## src/rtl/fetch_prefetch.sv

```systemverilog
// Instruction-fetch stage: owns the PC, issues word requests to instruction memory and
// buffers in-order responses in a DEPTH-entry prefetch queue feeding decode with {inst, pc}.
module fetch_prefetch #(
  parameter int              XLEN     = 32,
  parameter int              ILEN     = 32,
  parameter int              DEPTH    = 4,
  parameter logic [XLEN-1:0] RESET_PC = '0
) (
  input  logic            clk,
  input  logic            rst,
  input  logic            redirect_valid,
  input  logic [XLEN-1:0] redirect_pc,
  output logic            imem_req_valid,
  input  logic            imem_req_ready,
  output logic [XLEN-1:0] imem_req_addr,
  input  logic            imem_resp_valid,
  input  logic [ILEN-1:0] imem_resp_data,
  output logic            inst_valid,
  input  logic            inst_ready,
  output logic [ILEN-1:0] inst_data,
  output logic [XLEN-1:0] inst_pc
);

  localparam int CW = $clog2(DEPTH + 1);
  localparam int PW = $clog2(DEPTH);

  // Handshakes: a transfer happens on a cycle where both valid and ready are high at posedge;
  // imem_req_valid may be withdrawn without acceptance only in a redirect or reset cycle.

  logic [XLEN-1:0] pc_q;
  logic [XLEN-1:0] resp_pc_q;
  logic [ILEN-1:0] q_data [DEPTH];
  logic [XLEN-1:0] q_pc   [DEPTH];
  logic [PW-1:0]   rd_ptr;
  logic [PW-1:0]   wr_ptr;
  logic [CW-1:0]   count;
  logic [CW-1:0]   outstanding;
  logic [CW-1:0]   drop;

  logic [CW:0]     in_use;
  logic            acc;
  logic            resp;
  logic            discard;
  logic            push;
  logic            pop;
  logic [CW-1:0]   outstanding_next;
  logic [CW-1:0]   count_next;
  logic [CW-1:0]   drop_next;
  logic [XLEN-1:0] redirect_aligned;
  logic            redirect_lsb_unused;

  assign redirect_aligned    = {redirect_pc[XLEN-1:2], 2'b00};
  assign redirect_lsb_unused = ^redirect_pc[1:0];

  // Credit check: every issued request already owns a queue slot, so the queue cannot overflow.
  assign in_use         = {1'b0, outstanding} + {1'b0, count};
  assign imem_req_valid = !rst && !redirect_valid && (in_use < (CW + 1)'(DEPTH));
  assign imem_req_addr  = pc_q;

  assign acc     = imem_req_valid && imem_req_ready;
  assign resp    = imem_resp_valid && (outstanding != '0);
  assign discard = resp && (drop != '0);
  assign push    = resp && (drop == '0) && !redirect_valid;
  assign pop     = inst_valid && inst_ready && !redirect_valid;

  assign inst_valid = (count != '0);
  assign inst_data  = q_data[rd_ptr];
  assign inst_pc    = q_pc[rd_ptr];

  always_comb begin
    outstanding_next = outstanding + {{(CW-1){1'b0}}, acc} - {{(CW-1){1'b0}}, resp};

    count_next = count;
    if (redirect_valid) begin
      count_next = '0;
    end else if (push && !pop) begin
      count_next = count + 1'b1;
    end else if (pop && !push) begin
      count_next = count - 1'b1;
    end

    // A redirect turns every request still in flight into a word that must be thrown away.
    drop_next = drop - {{(CW-1){1'b0}}, discard};
    if (redirect_valid) begin
      drop_next = outstanding_next;
    end
  end

  always_ff @(posedge clk) begin
    if (rst) begin
      pc_q        <= RESET_PC;
      resp_pc_q   <= RESET_PC;
      rd_ptr      <= '0;
      wr_ptr      <= '0;
      count       <= '0;
      outstanding <= '0;
      drop        <= '0;
      for (int i = 0; i < DEPTH; i++) begin
        q_data[i] <= '0;
        q_pc[i]   <= RESET_PC;
      end
    end else begin
      outstanding <= outstanding_next;
      count       <= count_next;
      drop        <= drop_next;

      if (redirect_valid) begin
        pc_q      <= redirect_aligned;
        resp_pc_q <= redirect_aligned;
        rd_ptr    <= '0;
        wr_ptr    <= '0;
      end else begin
        if (acc) begin
          pc_q <= pc_q + XLEN'(4);
        end
        if (push) begin
          q_data[wr_ptr] <= imem_resp_data;
          q_pc[wr_ptr]   <= resp_pc_q;
          wr_ptr         <= wr_ptr + 1'b1;
          resp_pc_q      <= resp_pc_q + XLEN'(4);
        end
        if (pop) begin
          rd_ptr <= rd_ptr + 1'b1;
        end
      end
    end
  end

  // Memory must never answer a request that was not issued.
  resp_has_request: assert property (@(posedge clk) disable iff (rst)
    imem_resp_valid |-> (outstanding != '0));

endmodule

```

## config.mk

```make
export PLATFORM = sky130hd
export DESIGN_NAME = fetch_prefetch
export DESIGN_NICKNAME = d
export VERILOG_FILES = /design/src/rtl/fetch_prefetch.sv
export SDC_FILE = /design/constraint.sdc
export NUM_CORES = 1
export LEC_CHECK = 0
export ABC_AREA = 0
export CAP_MARGIN = 10
export CORE_MARGIN = 1.5
export CORE_UTILIZATION = 49
export DETAILED_ROUTE_END_ITERATION = 10
export PLACE_DENSITY = 0.77
export SETUP_SLACK_MARGIN = 0.02
export SLEW_MARGIN = 20
export SYNTH_ARGS = -nofsm -noshare
export SYNTH_HDL_FRONTEND = slang
export SYNTH_SLANG_ARGS = --single-unit
```

## constraint.sdc

```tcl
create_clock -name clk -period 3.3 [get_ports clk]
set_clock_uncertainty 0.15 [all_clocks]
set_input_delay 0.66 -clock clk [delete_from_list [all_inputs] [get_ports clk]]
set_output_delay 0.66 -clock clk [all_outputs]
set_load 0.01 [all_outputs]
```

==> results of run 1 <==
-- area by class of cell --
type,count,area share (%)
inverters,35,0.713
multi-input cells,695,30.1
clock inverters,19,0.754
well taps,390,2.65
repair buffers,214,12.2
clock buffers,42,4.95
flip-flops and latches,323,48.6
-- logic make-up (layout without fill, tap and decap cells) --
| family | after synthesis | count (layout) | synth area share [%] |
|---|---|---|---|
| adder cells (fa/ha/maj) | 11 | 11 | 1.02 |
| flip-flops | 323 | 323 | 59.9 |
| other | 1 | 4 | 0.0251 |
| AND/OR/NAND/NOR | 463 | 463 | 18.7 |
| multiplexers | 66 | 66 | 9.62 |
| XOR/XNOR | 43 | 43 | 2.52 |
| AO/OA/AOI/OAI | 108 | 108 | 4.88 |
| buffers and inverters | 109 | 310 | 3.34 |
-- metrics by stage --
stage               instance area (um2)  util [%]
floorplan                         15000         -
global placement                  17300      58.1
detailed placement                17300      58.1
CTS                               18400      61.6
global route                      18400      61.8
finish                            18400      61.8
-- report_power, final --
group	internal (mW)	switching, mW
clock	2.06	1.55
sequential	4.66	0.180
combinational	0.695	0.741
-- worst reg2reg max path: cells and delay by family (launching register included) --
kind                     cells  cell delay [ps]
AO/OA/AOI/OAI                2              600
XOR/XNOR                     1              160
adder cells (fa/ha/maj)      4             1100
buffers and inverters        2               90
flip-flops                   1              410
AND/OR/NAND/NOR              1              260
-- layer usage --
| metal | GRT usage [%] | wire [um] | up-vias |
|---|---|---|---|
| li1 | - | - | 4515 |
| met1 | 29.9 | 14600 | 4831 |
| met2 | 37.9 | 16900 | 407 |
| met3 | 3.45 | 2500 | 62 |
| met4 | 6.48 | 770 | 0 |
| met5 | 0 | 0 | - |
-- worst paths after layout --
path | from | endpoint | slack (ps) | cells past startpoint
worst min register to register | rd_ptr[1] | flip-flop | 390 | 2
worst min-delay path | rst | drop[0] | 280 | 2
worst max-delay path | flip-flop | inst_data[2] | 160 | 3
worst max register to register | outstanding[1] | drop[2] | 450 | 10
-- flip-flops by register name, indices dropped and copies added, names as in the netlist, named ones only --
name,flops
count,3
rd_ptr,2
wr_ptr,2
q_pc,120
q_data,128
resp_pc_q,30
drop,3
imem_req_addr,30
outstanding,3
-- what timing repair did --
item                                    4_1_cts  5_1_grt
buffers inserted                              0        8
endpoints found under the setup margin        0       18
hold buffers                                  0        0
gates resized for setup                       0        1
-- cell usage in the layout, fill, tap and decap left out, types with 10 or more instances in the layout --
cell type and n:
nor4_1 38, a31oi_1 13, nand3_1 16, nand2_1 45
mux4_2 62, or3_1 11, dfxtp_1 73, a21boi_0 11
nor3_1 11, buf_4 34, buf_12 19, and2_1 226
a21oi_1 26, edfxtp_1 248, a211oi_1 15, nor2_1 51
o21ai_0 10, clkbuf_16 35, nand4_1 16, inv_1 31
clkdlybuf4s50_1 159, xnor2_1 36
-- cells in the mapped netlist, types with 10 or more instances --
cell type / count
and2_1: 226
buf_2: 14
clkbuf_1: 31
o21ai_0: 10
inv_1: 31
nand3_1: 16
nand4_1: 16
dfxtp_1: 75
nor4_1: 38
a31oi_1: 13
nor2_1: 52
a21oi_1: 26
mux4_2: 62
or3_1: 11
clkbuf_2: 13
a21boi_0: 11
a211oi_1: 15
nand2_1: 45
xnor2_1: 36
nor3_1: 11
edfxtp_1: 248
==> summary.md, run 1 <==
| Metric | Value |
|---|---|
| Ant diodes | 0 |
| Total congestion overflow | 0 |
| DRC | 0 |
| Fin crit share | 95.0% |
| Final count of pins violating max slew | 0 |
| Count of cell types in the netlist | 71 |
| Clk sinks | 323 |
| Avg Vias per Cell | 5.71 |
| CP Max Fanout | 16 |
| Final-report hold violation count | 0 |
| Routed len/inst | 20.2 um |
| CTS clock-pin slew for the worst setup and hold paths | 60 ps |
| Rows | 63 |
| Post-synthesis cell count | 1124 |
| P&R area growth vs syn | 23.2% |
| PortBufs | 161 |
| First-pass iteration count of the detailed router | 5 |
| Power, Total | 9.89 mW |
| Vias in the first global route | 9972 |
| Synth top area cells | edfxtp_1 50%, dfxtp_1 10%, and2_1 9.5%, mux4_2 9.3%, xnor2_1 2.1% |
| Required time of the worst setup path | 2490 ps |
| Iter 0 DRT Violations | 850 |
| FF/Latch Area | 8950 um2 |
| Share of layout cells above drive strength 1 | 14.5% |
| NumNets Final | 1384 |
| Type of origin of the critical path | flip-flop |
| TritonCTS clock tree | yes |
| Placed cells | 1649 |
| Fin worst setup slack | 163 ps |
| Synth Register Bits | 323 |
| Cell Count, Final, Fillers Out | 1718 |
| CP top delay family | buffers and inverters |
| Post-synthesis sequential area ratio | 59.9% |
| First-pass GRT wire length | 54.1 mm |
| Crit-path cells | buf_4 > mux4_2 > clkdlybuf4s50_1 |
| CP Class | flip-flop to output port |
| CP Buf/Inv Count | 2 |
| Root buffer cell | clkbuf_16 |
| Largest net degree at the start of global routing | 64 |
| Yosys top cell by area | edfxtp_1 |
| Clk_lat worst skew | 500 ps |
| Power Density | 537 nW/um2 |
| Area taken by multi-input logic gates | 5550 um2 |
| Placeable Area | 29800 um2 |
| Async SR Flop Fraction | 0% |
| Htree depth | 2 |
| Die height | 178 um |
| Post-DP HPWL | 22.1 mm |
| Min-Delay Path Class | primary input to flip-flop |
| LEAKAGE | 6.49 nW |
| Filler cells | 2229 |
| Crit path max-delay cell type | dfxtp_2 |
| Routability cong. | 0.885 |
| Post-route ant nets | 0 |
| # setup viols final | 0 |
| Place WS | 120 ps |
| Antenna violations before repair | 0 |
| Fmax achieved | 319 MHz |
| Starting density of the core | 50.1% |
| Total negative slack | 0 ps |
| CTS max path bufs | 3 |
| Max VDD drop | 0.318 mV |
| Post-synth EDFFs | 248 |
| RSZ-0062 raised after global routing | false |
| Drt total wl | 34.7 mm |
| Min Tclk post-route | 3140 ps |
| Total number of vias | 9815 |
| Critical Path End Type | output port |
| Mapped Area | 14900 um2 |
| Total track usage | 22.4% |
| Hold WS | 281 ps |
| Die Area | 31600 um2 |
| Run status | complete, no violations |
| Main synth FF type | edfxtp_1 |
| I/O pin count | 168 |
| Worst EP arrival | 2330 ps |
| Syn. warnings | 0 |
| DIE WIDTH | 178 um |
| TritonCTS buffer count | 34 |
| Max-Slew Margin vs Limit | 57.3% |
| Area share of the largest cell type after synthesis | 49.8% |
| Synthesized area per cell | 13.3 um2 |
| Max-cap violations | 0 |
| Slowest stage delay, CP | 670 ps |
| Slew @ Worst Pin | 641 ps |
(Power assumes the default switching activity.)
==> inputs of run 2 (changes only) <==
--- a/config.mk
+++ b/config.mk
@@ -10,8 +10,7 @@
 export CORE_MARGIN = 1.5
 export CORE_UTILIZATION = 49
 export DETAILED_ROUTE_END_ITERATION = 10
-export PLACE_DENSITY = 0.77
-export SETUP_SLACK_MARGIN = 0.02
+export PLACE_DENSITY = 0.71
 export SLEW_MARGIN = 20
 export SYNTH_ARGS = -nofsm -noshare
 export SYNTH_HDL_FRONTEND = slang
==> summary.md, run 2 (synthesis results as in run 1) <==
| Metric | Value |
|---|---|
| Fin worst setup slack | 11.2 ps |
| Cell Count, Final, Fillers Out | 1705 |
| Power Density | 556 nW/um2 |
| Max reg flops | 128 |
| Max-Slew Margin vs Limit | 28.1% |
| Largest Register | q_data |
| Ant diodes | 0 |
| Max VDD drop | 0.301 mV |
| Starting density of the core | 50.1% |
| I/O pin count | 168 |
| Total stage count of the critical path | 5 |
| PortBufs | 161 |
| CP Class | primary input to output port |
| Die Area | 31600 um2 |
| Drt total wl | 33.8 mm |
| NumNets Final | 1370 |
| Placeable Area | 29800 um2 |
| Largest net degree at the start of global routing | 64 |
| DIE WIDTH | 178 um |
| Run status | complete, no violations |
| Hold WS | 385 ps |
| Crit path max-delay cell type | clkdlybuf4s50_1 |
| Worst EP arrival | 2480 ps |
| Total track usage | 21.9% |
| Place WS | -106 ps |
| Min-Delay Path Class | flip-flop to flip-flop |
| FF/Latch Area | 8960 um2 |
| Filler cells | 2287 |
| Met3 Usage GRT | 4.11% |
| Min Tclk post-route | 3290 ps |
| Area taken by multi-input logic gates | 5550 um2 |
| Logic pwr share | 13.9% |
| Routing usage on met2 | 36.2% |
| Die height | 178 um |
| Net switching power | 2.48 mW |
| Clk sinks | 323 |
| CP top delay family | buffers and inverters |
| Fin crit share | 99.7% |
| Total number of vias | 9599 |
| CTS clock-pin slew for the worst setup and hold paths | 60 ps |
| Routing usage on met1 | 30.2% |
| GR peak layer | met2 |
| # setup viols final | 0 |
| Slew @ Worst Pin | 1080 ps |
| CP Max Fanout | 6 |
| Switching part of the total | 24.4% |
| Share of layout cells above drive strength 1 | 13.8% |
| Hold Path Cell Cnt | 2 |
| Slowest stage delay, CP | 550 ps |
| Register-to-Register Path Depth | 10 |
| Routed len/inst | 19.8 um |
| Power Internal | 7.69 mW |
| Critical Path End Type | output port |
| Most frequent cells in the layout | 248 x edfxtp_1, 226 x and2_1, 160 x clkdlybuf4s50_1 |
| First-pass GRT wire length | 53.0 mm |
| Htree depth | 2 |
| Crit-path cells | clkdlybuf4s50_1 > or2_2 > nor3_2 > buf_4 > clkdlybuf4s50_1 |
| Vias in the first global route | 9654 |
| TritonCTS clock tree | yes |
| Fmax achieved | 304 MHz |
| Type of origin of the critical path | primary input |
| RSZ-0062 raised after global routing | true |
| Clk pwr share | 38.5% |
| DP Area | 17100 um2 |
| TritonCTS buffer count | 35 |
| CTS max path bufs | 3 |
| Antenna violations before repair | 0 |
| LEAKAGE | 6.41 nW |
| Largest registers | q_data (128), q_pc (120) |
| Final-report hold violation count | 0 |
| Clk_lat worst skew | 510 ps |
| Layout Utilization | 61.4% |
| DRC | 0 |
| First-pass iteration count of the detailed router | 6 |
| Root buffer cell | clkbuf_16 |
| Most frequent CP cell | clkdlybuf4s50_1 |
| Avg Vias per Cell | 5.63 |
| Required time of the worst setup path | 2490 ps |
| P&R area growth vs syn | 22.5% |
| Hold Buf Count CTS | 0 |
| Most common cell after layout, fill and taps aside | edfxtp_1 |
| Max-cap violations | 0 |
| Final instance area | 18300 um2 |
| Total congestion overflow | 0 |
| Post-DP HPWL | 20.8 mm |
| Rows | 63 |
| Final count of pins violating max slew | 0 |
| Seq pwr share | 47.6% |
| CP Buf/Inv Count | 3 |
| Post-route ant nets | 0 |
| Iter 0 DRT Violations | 765 |
| Placed cells | 1639 |
| Routability cong. | 0.873 |
[run 2: power groups by stage]
stage | combinational [mW] | sequential [mW] | clock [mW]
finish | 1.42 | 4.84 | 3.92
global route | 1.54 | 4.87 | 4.15
CTS | 1.42 | 4.84 | 3.99
detailed placement | 1.41 | 4.92 | 0
global placement | 1.39 | 4.91 | 0
floorplan | 0.806 | 4.87 | 0
[run 2: what timing repair did]
action                     CTS  global route
resized for setup            1             2
gates cloned                 0             0
buffers inserted             0             3
setup endpoints to repair    1            20
[run 2: cell type report]
class / count / share of cell area, %
Clock buffer: 47 / 5.37
Clock inverter: 16 / 0.944
Inverter: 35 / 0.718
Multi-Input combinational cell: 695 / 30.3
Sequential cell: 323 / 48.9
Tap cell: 390 / 2.67
Timing Repair Buffer: 199 / 11.0
[run 2: final timing paths]
| check | startpoint | endpoint | slack [ps] |
|---|---|---|---|
| hold / removal | count[2] | count[2] | 390 |
| setup reg to reg | count[1] | drop[2] | 480 |
| hold reg to reg | count[2] | count[2] | 390 |
| setup / recovery | redirect_valid | imem_req_valid | 10 |
[run 2: worst min-delay path, delay by kind of cell, from the launching register on]
kind	cells	cell delay [ps]
AOI/OAI and AO/OA	2	150
DFF	1	330
[run 2: metal layers]
layer  up-vias  routed length, um
met2       332              16100
met4         0                564
met1      4735              14900
met3        44               2160
met5         -                  0
li1       4488                  -
[run 2: metrics by stage]
| stage | TNS [ps] | power [mW] |
|---|---|---|
| 2_1_floorplan | 0 | 5.68 |
| 3_3_place_gp | -61.3 | 6.30 |
| 6_report | 0 | 10.2 |
| 5_1_grt | -32.5 | 10.6 |
| 4_1_cts | 0 | 10.2 |
| 3_5_place_dp | -106 | 6.33 |
==> inputs of run 3 (changes only) <==
--- a/config.mk
+++ b/config.mk
@@ -7,7 +7,6 @@
 export LEC_CHECK = 0
 export ABC_AREA = 0
 export CAP_MARGIN = 10
-export CORE_MARGIN = 1.5
 export CORE_UTILIZATION = 49
 export DETAILED_ROUTE_END_ITERATION = 10
 export PLACE_DENSITY = 0.71
==> summary.md, run 3 (synthesis results as in run 1) <==
| Metric | Value |
|---|---|
| Run status | complete, no violations |
| CTS clock-pin slew for the worst setup and hold paths | 60 ps |
| Total congestion overflow | 0 |
| P&R area growth vs syn | 20.9% |
| Hold Buf Count CTS | 0 |
| Fmax achieved | 312 MHz |
| NumNets Final | 1366 |
| Share of layout cells above drive strength 1 | 12.9% |
| Vias in the first global route | 9770 |
| Place WS | 59.5 ps |
| Hold Crit Start | rst |
| I/O pin count | 168 |
| Largest registers | q_data (128), q_pc (120) |
| Register-to-Register Path Depth | 10 |
| Min-Delay Path Class | primary input to flip-flop |
| Total negative slack | 0 ps |
| Post-DP HPWL | 20.6 mm |
| Power, Total | 9.74 mW |
| Routed len/inst | 20.0 um |
| WHS Endpoint | outstanding[2] |
| Largest Register | q_data |
| Fin crit share | 97.1% |
| CP Max Fanout | 4 |
| Root buffer cell | clkbuf_16 |
| Most common cell after layout, fill and taps aside | edfxtp_1 |
| Drt total wl | 34.0 mm |
| Clk_lat worst skew | 510 ps |
| Post-route ant nets | 0 |
| Ant diodes | 0 |
| Iter 0 DRT Violations | 668 |
| Hold WS | 345 ps |
| Filler cells | 2312 |
| Min Tclk post-route | 3200 ps |
| Reg-to-reg endpoint | drop[2] |
| # setup viols final | 0 |
| Flop2flop setup slack | 370 ps |
| Most frequent cells in the layout | 248 x edfxtp_1, 226 x and2_1, 160 x clkdlybuf4s50_1 |
| TritonCTS clock tree | yes |
| Slew @ Worst Pin | 1070 ps |
| Required time of the worst setup path | 2490 ps |
| Layout Utilization | 60.6% |
| RSZ-0062 raised after global routing | false |
| Total number of vias | 9589 |
| Post-CTS Repair Setup Buffers | 0 |
| Antenna violations before repair | 0 |
| Final count of pins violating max slew | 0 |
| Die height | 177 um |
| Total track usage | 22.1% |
| Resized cells post-CTS | 0 |
| Type of origin of the critical path | flip-flop |
| Area taken by multi-input logic gates | 5550 um2 |
| Reg-to-reg startpoint | outstanding[1] |
| Power Density | 539 nW/um2 |
| LEAKAGE | 6.30 nW |
| Starting density of the core | 50.1% |
| Max VDD drop | 0.303 mV |
| Hold Path Cell Cnt | 2 |
| Routability cong. | 0.868 |
| Largest net degree at the start of global routing | 64 |
| Avg Vias per Cell | 5.65 |
| Max-Slew Margin vs Limit | 28.9% |
| First-pass iteration count of the detailed router | 5 |
| Critical Path End Type | output port |
| FF/Latch Area | 8950 um2 |
| TritonCTS buffer count | 34 |
| CP Class | flip-flop to output port |
| Rows | 63 |
| First-pass GRT wire length | 53.0 mm |
| Placeable Area | 29800 um2 |
| Worst EP arrival | 2390 ps |
| Final-report hold violation count | 0 |
| PortBufs | 161 |
| DRC | 0 |
| DIE WIDTH | 177 um |
| Max reg flops | 128 |
| Htree depth | 2 |
| Fin worst setup slack | 95.6 ps |
| Die Area | 31200 um2 |
| Clk sinks | 323 |
| Max-cap violations | 0 |
| CTS max path bufs | 3 |
==> run 3: changes by cell type in the layout (fill, tap and decap cells not counted), moves of 2 or more <==
cell,previous run,this run
clkbuf_16,37,35
bufinv_16,3,0
clkbuf_1,8,10
buf_12,10,7
clkbuf_8,2,0
dfxtp_2,3,1
dfxtp_1,71,73
==> run 3: power by group <==
part,switching [mW],internal [mW]
sequential,0.176,4.66
clock,1.52,1.97
combinational,0.738,0.673
==> run 3: metrics by stage <==
stage	area, um2	instances
2_1_floorplan	15000	1127
3_3_place_gp	17100	1639
3_5_place_dp	17100	1639
4_1_cts	18100	1697
5_1_grt	18100	1697
6_report	18100	1697
==> run 3: worst max path at each step <==
stage	startpoint	cells after the start	end	slack, ps
after floorplan	redirect_valid	6	q_data[0][0]	250
after global placement	redirect_valid	10	drop[2]	100
after detailed placement	redirect_valid	11	count[2]	60
after CTS	count[1]	4	imem_req_valid	50
after global routing	outstanding[1]	4	imem_req_valid	20
final	outstanding[1]	4	imem_req_valid	100
==> run 3: area by class of cell <==
cell class / instances / area share (%)
clock buffer: 47 / 5.12
clock inverter: 11 / 0.374
inverter: 35 / 0.727
multi-input combinational: 695 / 30.7
sequential: 323 / 49.6
tap: 390 / 2.70
timing repair buffer: 196 / 10.8
==> run 3: critical path, stage by stage (launching register included) <==
cell and delay, ps:
dfxtp_1 410, ha_1 280, a311o_1 350, nor3_1 250, clkdlybuf4s50_1 590
==> run 3: routing by layer <==
metal  share of wire [%]  up-vias  GRT usage [%]
met2                  48      338           36.6
met4                 1.6        0           4.81
li1                    -     4474              -
met3                 6.1       46           3.22
met1                  44     4731           30.8
met5                   0        -              0
